**config.mk**
```make
export PLATFORM = sky130hd
export DESIGN_NAME = thermo_led_decoder
export DESIGN_NICKNAME = d
export VERILOG_FILES = /design/src/rtl/thermo_led_decoder.sv
export SDC_FILE = /design/constraint.sdc
export NUM_CORES = 1
export LEC_CHECK = 0
export ABC_AREA = 1
export BUFFER_PORTS_ARGS = -buffer_cell sky130_fd_sc_hd__buf_4
export CAP_MARGIN = 20
export CORE_ASPECT_RATIO = 0.8
export CORE_MARGIN = 5
export CORE_UTILIZATION = 25
export CTS_CLUSTER_DIAMETER = 100
export DETAILED_ROUTE_END_ITERATION = 10
export PLACE_DENSITY = 0.45
export SYNTH_ARGS = -nofsm -noshare
export SYNTH_HDL_FRONTEND = slang
export SYNTH_SLANG_ARGS = --single-unit
```
**constraint.sdc**
```tcl
create_clock -name clk -period 2.5 [get_ports clk]
set_input_delay 0.125 -clock clk [delete_from_list [all_inputs] [get_ports clk]]
set_output_delay 0.125 -clock clk [all_outputs]
set_load 0.01 [all_outputs]
```
**src/rtl/thermo_led_decoder.sv**
```systemverilog
// thermo_led_decoder: synchronise, debounce and decode a thermometer LED bar
// into a binary count handed downstream on a valid/ready handshake.
//
// Ports:
//   clk, rst_n   system clock (rising edge), async active-low reset
//   therm_in     raw thermometer bar, async to clk (bit0 = lowest LED)
//   out_ready    downstream accept
//   out_valid    out_count holds a new decoded value
//   out_count    number of lit LEDs, 0..WIDTH
//   err_bubble   one-cycle pulse: stable input was not a thermometer code
//
// Optional macro THERMO_BUBBLE_FIX_EN: a bubbled stable code is presented
// as popcount(code) together with the err_bubble pulse instead of dropped.
module thermo_led_decoder #(
    parameter int WIDTH         = 6,
    parameter int OUT_W         = 3,
    parameter int STABLE_CYCLES = 4,
    parameter int CNT_W         = 3
) (
    input  logic             clk,
    input  logic             rst_n,
    input  logic [WIDTH-1:0] therm_in,
    input  logic             out_ready,
    output logic             out_valid,
    output logic [OUT_W-1:0] out_count,
    output logic             err_bubble
);

    typedef enum logic [1:0] {
        IDLE,
        SETTLE,
        PRESENT
    } state_t;

    localparam logic [CNT_W-1:0] CNT_LAST = CNT_W'(STABLE_CYCLES - 1);

    state_t           r_state;
    state_t           w_state_nxt;
    logic [WIDTH-1:0] r_sync1;
    logic [WIDTH-1:0] r_s_q;
    logic [WIDTH-1:0] r_cand;
    logic [WIDTH-1:0] w_cand_nxt;
    logic [WIDTH-1:0] r_last;
    logic [WIDTH-1:0] w_last_nxt;
    logic [CNT_W-1:0] r_cnt;
    logic [CNT_W-1:0] w_cnt_nxt;
    logic             r_valid;
    logic             w_valid_nxt;
    logic [OUT_W-1:0] r_count;
    logic [OUT_W-1:0] w_count_nxt;
    logic             r_err;
    logic             w_err_nxt;

    logic [WIDTH-1:0] w_cand_inc;
    logic             w_legal;
    logic [OUT_W-1:0] w_pop;

    // A legal code is 2^k-1: adding one clears every set bit.
    assign w_cand_inc = r_cand + WIDTH'(1);
    assign w_legal    = ~|(r_cand & w_cand_inc);

    // For a legal code the popcount equals k.
    always_comb begin
        w_pop = '0;
        for (int i = 0; i < WIDTH; i++) begin
            w_pop = w_pop + OUT_W'(r_cand[i]);
        end
    end

    always_comb begin
        w_state_nxt = r_state;
        w_cand_nxt  = r_cand;
        w_last_nxt  = r_last;
        w_cnt_nxt   = r_cnt;
        w_valid_nxt = r_valid;
        w_count_nxt = r_count;
        w_err_nxt   = 1'b0;
        unique case (r_state)
            IDLE: begin
                if (r_s_q != r_last) begin
                    w_cand_nxt  = r_s_q;
                    w_cnt_nxt   = '0;
                    w_state_nxt = SETTLE;
                end
            end
            SETTLE: begin
                if (r_s_q != r_cand) begin
                    w_cand_nxt = r_s_q;
                    w_cnt_nxt  = '0;
                end else if (r_cnt == CNT_LAST) begin
                    w_last_nxt = r_cand;
                    if (r_cand == r_last) begin
                        // Glitch settled back to the reported code.
                        w_state_nxt = IDLE;
                    end else if (w_legal) begin
                        w_count_nxt = w_pop;
                        w_valid_nxt = 1'b1;
                        w_state_nxt = PRESENT;
                    end else begin
`ifdef THERMO_BUBBLE_FIX_EN
                        w_count_nxt = w_pop;
                        w_valid_nxt = 1'b1;
                        w_err_nxt   = 1'b1;
                        w_state_nxt = PRESENT;
`else
                        w_err_nxt   = 1'b1;
                        w_state_nxt = IDLE;
`endif
                    end
                end else begin
                    w_cnt_nxt = r_cnt + CNT_W'(1);
                end
            end
            PRESENT: begin
                if (out_ready) begin
                    w_valid_nxt = 1'b0;
                    w_state_nxt = IDLE;
                end
            end
            default: begin
                w_state_nxt = IDLE;
            end
        endcase
    end

    always_ff @(posedge clk or negedge rst_n) begin
        if (!rst_n) begin
            r_state <= IDLE;
            r_sync1 <= '0;
            r_s_q   <= '0;
            r_cand  <= '0;
            r_last  <= '0;
            r_cnt   <= '0;
            r_valid <= 1'b0;
            r_count <= '0;
            r_err   <= 1'b0;
        end else begin
            r_state <= w_state_nxt;
            r_sync1 <= therm_in;
            r_s_q   <= r_sync1;
            r_cand  <= w_cand_nxt;
            r_last  <= w_last_nxt;
            r_cnt   <= w_cnt_nxt;
            r_valid <= w_valid_nxt;
            r_count <= w_count_nxt;
            r_err   <= w_err_nxt;
        end
    end

    assign out_valid  = r_valid;
    assign out_count  = r_count;
    assign err_bubble = r_err;

endmodule

```
==> results of run 1 <==
==> sequential cells by signal (all words and copies together) (netlist names) <==
register and count:
r_last 6, r_s_q 6, out_count 3, r_sync1 6, r_state 2, r_cnt 3
err_bubble 1, out_valid 1, r_cand 6
==> worst max-delay path: stages, from the launching register on <==
cell     delay [ns]
dfrtp_1        0.40
fa_1           0.53
inv_1          0.05
fa_1           0.47
inv_1          0.04
ha_1           0.16
inv_1          0.06
fa_1           0.40
o21ai_1        0.12
==> layer usage <==
| metal | routed length [µm] | up-vias | GRT usage |
|---|---|---|---|
| met5 | 0 | - | 0 |
| met4 | 46 | 0 | 0.0282 |
| met3 | 169 | 8 | 0.0299 |
| met2 | 1250 | 20 | 0.111 |
| met1 | 1910 | 547 | 0.127 |
| li1 | - | 683 | - |
==> kinds of logic (layout without fill, tap and decap cells) <==
| kind of cell | count (synthesis) | count (layout) | synth area share |
|---|---|---|---|
| simple gates | 106 | 106 | 0.264 |
| fa+ha+maj | 8 | 8 | 0.0704 |
| flops | 34 | 34 | 0.488 |
| compound gates | 22 | 22 | 0.0861 |
| xor+xnor | 4 | 4 | 0.0201 |
| buf+inv | 30 | 58 | 0.0711 |
==> power by group through the flow <==
stage / sequential [mW] / combinational, mW / clock [mW]
floorplan: 0.719 / 0.574 / 0
global placement: 0.715 / 0.801 / 0
detailed placement: 0.718 / 0.793 / 0
CTS: 0.708 / 0.802 / 0.650
global route: 0.725 / 0.960 / 0.672
finish: 0.709 / 0.801 / 0.627
==> cells in the mapped netlist, drive strengths merged <==
library cell | n | area share
nand2 | 77 | 0.17
dfrtp | 34 | 0.49
inv | 28 | 0.060
o21ai | 18 | 0.073
nor2 | 17 | 0.050
nand3 | 8 | 0.030
ha | 5 | 0.036
xor2 | 4 | 0.020
a21oi | 3 | 0.0086
fa | 3 | 0.034
buf | 2 | 0.011
nor3 | 2 | 0.0057
and2 | 1 | 0.0036
nand4 | 1 | 0.0036
o21a | 1 | 0.0043
==> layout make-up <==
cell class                 instances  area, µm²
clock inverter                     2       60.1
tap                               87        109
fill                             719       4660
timing repair buffer              22        183
multi-input combinational        140        768
sequential                        34        852
inverter                          28        105
clock buffer                       6       82.6
==> metrics by stage <==
stage          total power [mW]  instance area (µm²)
2_1_floorplan              1.29                 1740
3_3_place_gp               1.52                 1950
3_5_place_dp               1.51                 1950
4_1_cts                    2.16                 2160
5_1_grt                    2.36                 2160
6_report                   2.14                 2160
==> how the worst min path moves through the flow <==
stage	start	end	slack (ns)
2_1_floorplan	rst_n	err_bubble	-0.17
3_3_place_gp	rst_n	r_last[2]	0.11
3_5_place_dp	rst_n	r_last[2]	0.12
4_1_cts	out_ready	r_state[1]	0.17
5_1_grt	out_ready	r_state[1]	0.17
6_report	out_ready	r_state[1]	0.17
==> what timing repair did <==
item | CTS | global route
resized for setup | 0 | 2
endpoints found under the setup margin | 0 | 1
hold endpoints to repair | 40 | 0
hold buffers | 7 | 0
==> flow_summary_export.csv, run 1 <==
group,metric,value,unit
logic_synthesis,avgSynthCellArea,8.54,µm²
clocking,clkLatencyLatePin,0.28,ns
status,status,"completed",
die,die-area,0.00875,mm²
finish,antenna_cells,0,
placement,post-place-cells,304,
finish,utilization,0.316,
worst_setup_path,timing.rr.end,"out_count[1]",
placement,dpl.hpwl,2.51,mm
worst_setup_path,r2r.worst_path.cells,8,
die,die_w,103,µm
global_routing,grt.total_usage,0.0847,
sta,worstMarginPinSlew,0.455,ns
die,start_util,0.255,
routing,wire_per_inst,10.6,µm
routing,avgViaCountPerCell,3.94,
power_and_ir_drop,p_seq_frac,0.332,
power_and_ir_drop,intPower,1.34,mW
placement,place_ws,0.163,ns
power_and_ir_drop,clkPwrFrac,0.294,
sta,setup_viol,0,
power_and_ir_drop,switchingPower,0.792,mW
die,fp.dieH,84.7,µm
clocking,cts_tree,"yes",
worst_setup_path,crit_type,"register to register",
clocking,clock-root-buffer,"clkbuf_8",
routing,vias,1258,
sta,timing.final.ws_setup,0.199,ns
worst_setup_path,critPathMaxFanout,2,
sta,finalCriticalPeriod,2.30,ns
power_and_ir_drop,p_comb_frac,0.375,
die,core.rowCount,27,
finish,nets,248,
clocking,htree_levels,2,
worst_setup_path,worstReg2RegStart,"r_cand[0]",
min_path,hold_path.class,"primary input to register",
clocking,cts.clk_slew.worst_paths,0.07,ns
sta,final.period_utilization,0.920,
power_and_ir_drop,power.leakage,1.10,nW
placement,port_buffers,13,
sta,finalHoldViolCount,0,
clocking,clockBufferDepth,2,
logic_synthesis,synth_warnings,0,
finish,syn_to_final_growth,23.9,%
sta,grt_setup_unrepaired,"false",
global_routing,antenna_found_initial,0,
die,coreArea,0.00682,mm²
sta,fin_hold_ws,0.170,ns
logic_synthesis,synth_fp_nets,221,
worst_setup_path,arrival,2.52,ns
clocking,post_cts_buffers,0,
run,maxCapViolations,0,
sta,slew_violations,0,
finish,final_cells,319,
sta,clock-skew-final,0.00376,ns
worst_setup_path,startpoint,"r_cand[0]",
die,io_pins,14,
routing,drc,0,
sta,max_freq,435,MHz
placement,gp_congestion,0.789,
clocking,cts_sinks,34,
global_routing,grt-ovfl-total,0,
power_and_ir_drop,power_density,989,mW/mm²
routing,dr.pass1.iters,4,
logic_synthesis,ys_ff_latch,34,
sta,tns,0,ns
finish,final_common_cell,"nand2_1",
worst_setup_path,ff2ff_setup_slack,0.20,ns
routing,drtAntennaViolNets,0,
logic_synthesis,ys_seq_area_frac,0.488,
worst_setup_path,required,2.71,ns
finish,final_layout_size_suffix_gt1_frac,0.207,
power_and_ir_drop,swShare,0.371,
routing,drtIter0Drc,51,
logic_synthesis,synth_area,0.00174,mm²
worst_setup_path,start_kind,"register",
logic_synthesis,synthCells,204,
sta,relSlewSlack,0.696,
worst_setup_path,setup.worst_path.end,"out_count[1]",
power_and_ir_drop,vdd_drop_max,0.392,mV
min_path,hold-path-cell-count,3,
clocking,cts_buffers,5,
worst_setup_path,worstSetupEndpointType,"register",
global_routing,grt_start_max_net_pins,35,
global_routing,grt_pass1_vias,1154,
finish,final_cell_mix,"75 x nand2_1, 33 x dfrtp_1, 22 x inv_1",
logic_synthesis,ys_types,24,
global_routing,grt_pass1_wl,5.70,mm
routing,drt_wl_total,3.37,mm
No activity file was read; power rests on OpenSTA's default activity.
==> inputs of run 2 (changes only) <==
--- a/config.mk
+++ b/config.mk
@@ -5,7 +5,7 @@
 export SDC_FILE = /design/constraint.sdc
 export NUM_CORES = 1
 export LEC_CHECK = 0
-export ABC_AREA = 1
+export ABC_AREA = 0
 export BUFFER_PORTS_ARGS = -buffer_cell sky130_fd_sc_hd__buf_4
 export CAP_MARGIN = 20
 export CORE_ASPECT_RATIO = 0.8
@@ -13,7 +13,7 @@
 export CORE_UTILIZATION = 25
 export CTS_CLUSTER_DIAMETER = 100
 export DETAILED_ROUTE_END_ITERATION = 10
-export PLACE_DENSITY = 0.45
+export PLACE_DENSITY = 0.46
 export SYNTH_ARGS = -nofsm -noshare
 export SYNTH_HDL_FRONTEND = slang
 export SYNTH_SLANG_ARGS = --single-unit
==> run 2 against run 1 <==
Net effect: global-route usage is 0.46 points lower; register-to-register slack worse by 0.13 ns; maximum frequency shrank 5.2%.
==> flow_summary_export.csv, run 2 <==
group,metric,value,unit
status,status,"completed",
finish,syn_to_final_growth,27.7,%
logic_synthesis,synth_top_area_cell,"dfrtp_1",
worst_setup_path,crit_slowest_cell,"fa_1",
logic_synthesis,synth_compound_area_frac,0.0739,
logic_synthesis,yosys-top-cells-count,"34 x dfrtp_1, 11 x inv_1, 10 x mux2_2, 10 x xnor2_1, 9 x nand2_1",
logic_synthesis,synth_area,0.00156,mm²
worst_setup_path,timing.rr.end,"out_count[1]",
worst_setup_path,path_cells,"fa_1 > inv_1 > fa_1 > inv_1 > ha_2 > inv_2 > fa_1 > o31ai_1",
finish,nets,174,
sta,slew_violations,0,
worst_setup_path,crit_type,"register to register",
die,start_util,0.261,
logic_synthesis,synth_fp_nets,144,
min_path,hold_path.class,"primary input to register",
logic_synthesis,avgSynthCellArea,12.3,µm²
logic_synthesis,ys_top_cells_by_area,"dfrtp_1 55%, mux2_2 7.2%, xnor2_1 5.6%",
placement,port_buffers,13,
logic_synthesis,synthCells,127,
logic_synthesis,synth_mux_area_frac,0.0851,
global_routing,grt-ovfl-total,0,
power_and_ir_drop,power.leakage,0.880,nW
worst_setup_path,path_common_cell,"fa_1",
sta,clock-skew-final,0.00671,ns
logic_synthesis,yosysMostFrequentCell,"dfrtp_1",
logic_synthesis,ys_ff_latch,34,
logic_synthesis,synth_warnings,0,
finish,final_common_cell,"dfrtp_1",
routing,vias,989,
run,maxCapViolations,0,
clocking,clkLatencyLatePin,0.28,ns
die,core.rowCount,25,
routing,avgViaCountPerCell,4.14,
die,fp.dieH,80.6,µm
global_routing,antenna_found_initial,0,
die,die-area,0.00792,mm²
logic_synthesis,yosys.area_share.simple,0.0884,
routing,dr.pass1.iters,4,
worst_setup_path,r2r.worst_path.cells,8,
clocking,cts_sinks,34,
logic_synthesis,synth-xor-area-share,0.101,
clocking,cts_buffers,5,
worst_setup_path,critPathMaxFanout,2,
sta,grt_setup_unrepaired,"true",
power_and_ir_drop,vdd_drop_max,0.236,mV
worst_setup_path,required,2.69,ns
sta,max_freq,412,MHz
placement,dpl.hpwl,2.08,mm
finish,final_area,0.00199,mm²
placement,gp_congestion,0.834,
sta,setup_viol,0,
placement,place_ws,0.0285,ns
finish,final_layout_size_suffix_gt1_frac,0.241,
placement,place_area,0.00178,mm²
logic_synthesis,async_reset_ff_frac,1.00,
clocking,cts_tree,"yes",
worst_setup_path,ff2ff_setup_slack,0.07,ns
logic_synthesis,yosys.area.top_type_share,0.546,
power_and_ir_drop,power_density,655,mW/mm²
routing,wire_per_inst,12.0,µm
global_routing,grt_pass1_vias,1024,
die,coreArea,0.00597,mm²
worst_setup_path,start_kind,"register",
die,io_pins,14,
worst_setup_path,max_stage_delay,0.53,ns
finish,final_cell_mix,"34 x dfrtp_1, 16 x buf_4, 10 x inv_1, 10 x xnor2_1, 10 x mux2_2",
routing,drt_wl_total,2.86,mm
worst_setup_path,worstReg2RegStart,"r_cand[3]",
logic_synthesis,synth-edff-count,0,
sta,final.period_utilization,0.971,
min_path,hold-path-cell-count,3,
die,die_w,98.3,µm
logic_synthesis,ys_seq_area_frac,0.546,
logic_synthesis,synth_top_family_by_area,"XOR/XNOR gates",
logic_synthesis,ys_types,29,
logic_synthesis,synthAdderAreaFrac,0.0787,
sta,timing.final.ws_setup,0.0726,ns
global_routing,grt_pass1_wl,4.98,mm
min_path,min_to,"r_state[1]",
logic_synthesis,ys.flop_type,"dfrtp_1",
routing,drc,0,
clocking,clock-root-buffer,"clkbuf_8",
clocking,cts.clk_slew.worst_paths,0.07,ns
clocking,htree_levels,2,
routing,drtIter0Drc,54,
global_routing,grt_start_max_net_pins,35,
worst_setup_path,arrival,2.62,ns
worst_setup_path,worstSetupEndpointType,"register",
min_path,min_from,"out_ready",
finish,antenna_cells,0,
sta,finalCriticalPeriod,2.43,ns
sta,relSlewSlack,0.658,
sta,worstMarginPinSlew,0.510,ns
clocking,clockBufferDepth,2,
sta,finalHoldViolCount,0,
global_routing,grt.total_usage,0.0802,
routing,drtAntennaViolNets,0,
[run 2: timing repair]
action                                  CTS  global route
resized for setup                         0             2
hold endpoints to repair                 40             0
endpoints found under the setup margin    0             1
setup buffers                             0             0
hold buffers                              7             0
[run 2: final cells by class]
class,count,area (µm²)
fill,588,3990
sequential,34,851
multi-input combinational,82,668
timing repair buffer,23,190
tap,81,101
clock buffer,5,68.8
clock inverter,3,68.8
inverter,11,41.3
[run 2: cell families (layout without fill, tap and decap cells)]
logic type / after synthesis / count (layout)
buffers and inverters: 11 / 42
AOI/OAI and AO/OA: 19 / 19
xor gates and xnor gates: 18 / 18
DFF: 34 / 34
and+or+nand+nor: 25 / 25
muxes: 12 / 12
adders and majority gates: 8 / 8
[run 2: metal layers]
metal,global-route usage,share of wire,vias to the layer above
li1,-,-,489
met1,0.108,0.50,476
met2,0.118,0.44,20
met3,0.0321,0.053,4
met4,0.0246,0.0070,0
met5,0,0,-
[run 2: worst max-delay path by stage]
stage,depth (start not counted),to,start
3_3_place_gp,8,out_count[1],r_cand[0]
6_report,8,out_count[1],r_cand[3]
4_1_cts,8,out_count[1],r_cand[0]
2_1_floorplan,8,out_count[1],r_cand[0]
5_1_grt,8,out_count[1],r_cand[3]
3_5_place_dp,8,out_count[1],r_cand[0]
[run 2: report_power, final]
| group | internal (mW) | switching [mW] | total [mW] | leakage (nW) |
|---|---|---|---|---|
| sequential | 0.566 | 0.0175 | 0.584 | 0.423 |
| combinational | 0.0564 | 0.0603 | 0.117 | 0.388 |
| clock | 0.399 | 0.204 | 0.603 | 0.0683 |
| total | 1.02 | 0.281 | 1.30 | 0.880 |
[run 2: worst max-delay path, delay by kind of cell, from the launching register on]
kind / cells / cell delay, ns
adders and majority gates: 4 / 1.56
buffers and inverters: 3 / 0.13
AOI/OAI and AO/OA: 1 / 0.24
DFF: 1 / 0.41
[run 2: per-stage QoR]
stage	cells	utilization	hold WS (ns)	TNS, ns	total power [mW]
floorplan	127	-	-0.171	0	0.657
global placement	224	0.298	0.0953	0	0.699
detailed placement	224	0.298	0.107	0	0.704
CTS	239	0.333	0.103	0	1.33
global route	239	0.333	0.108	-0.0312	1.37
finish	239	0.333	0.111	0	1.30
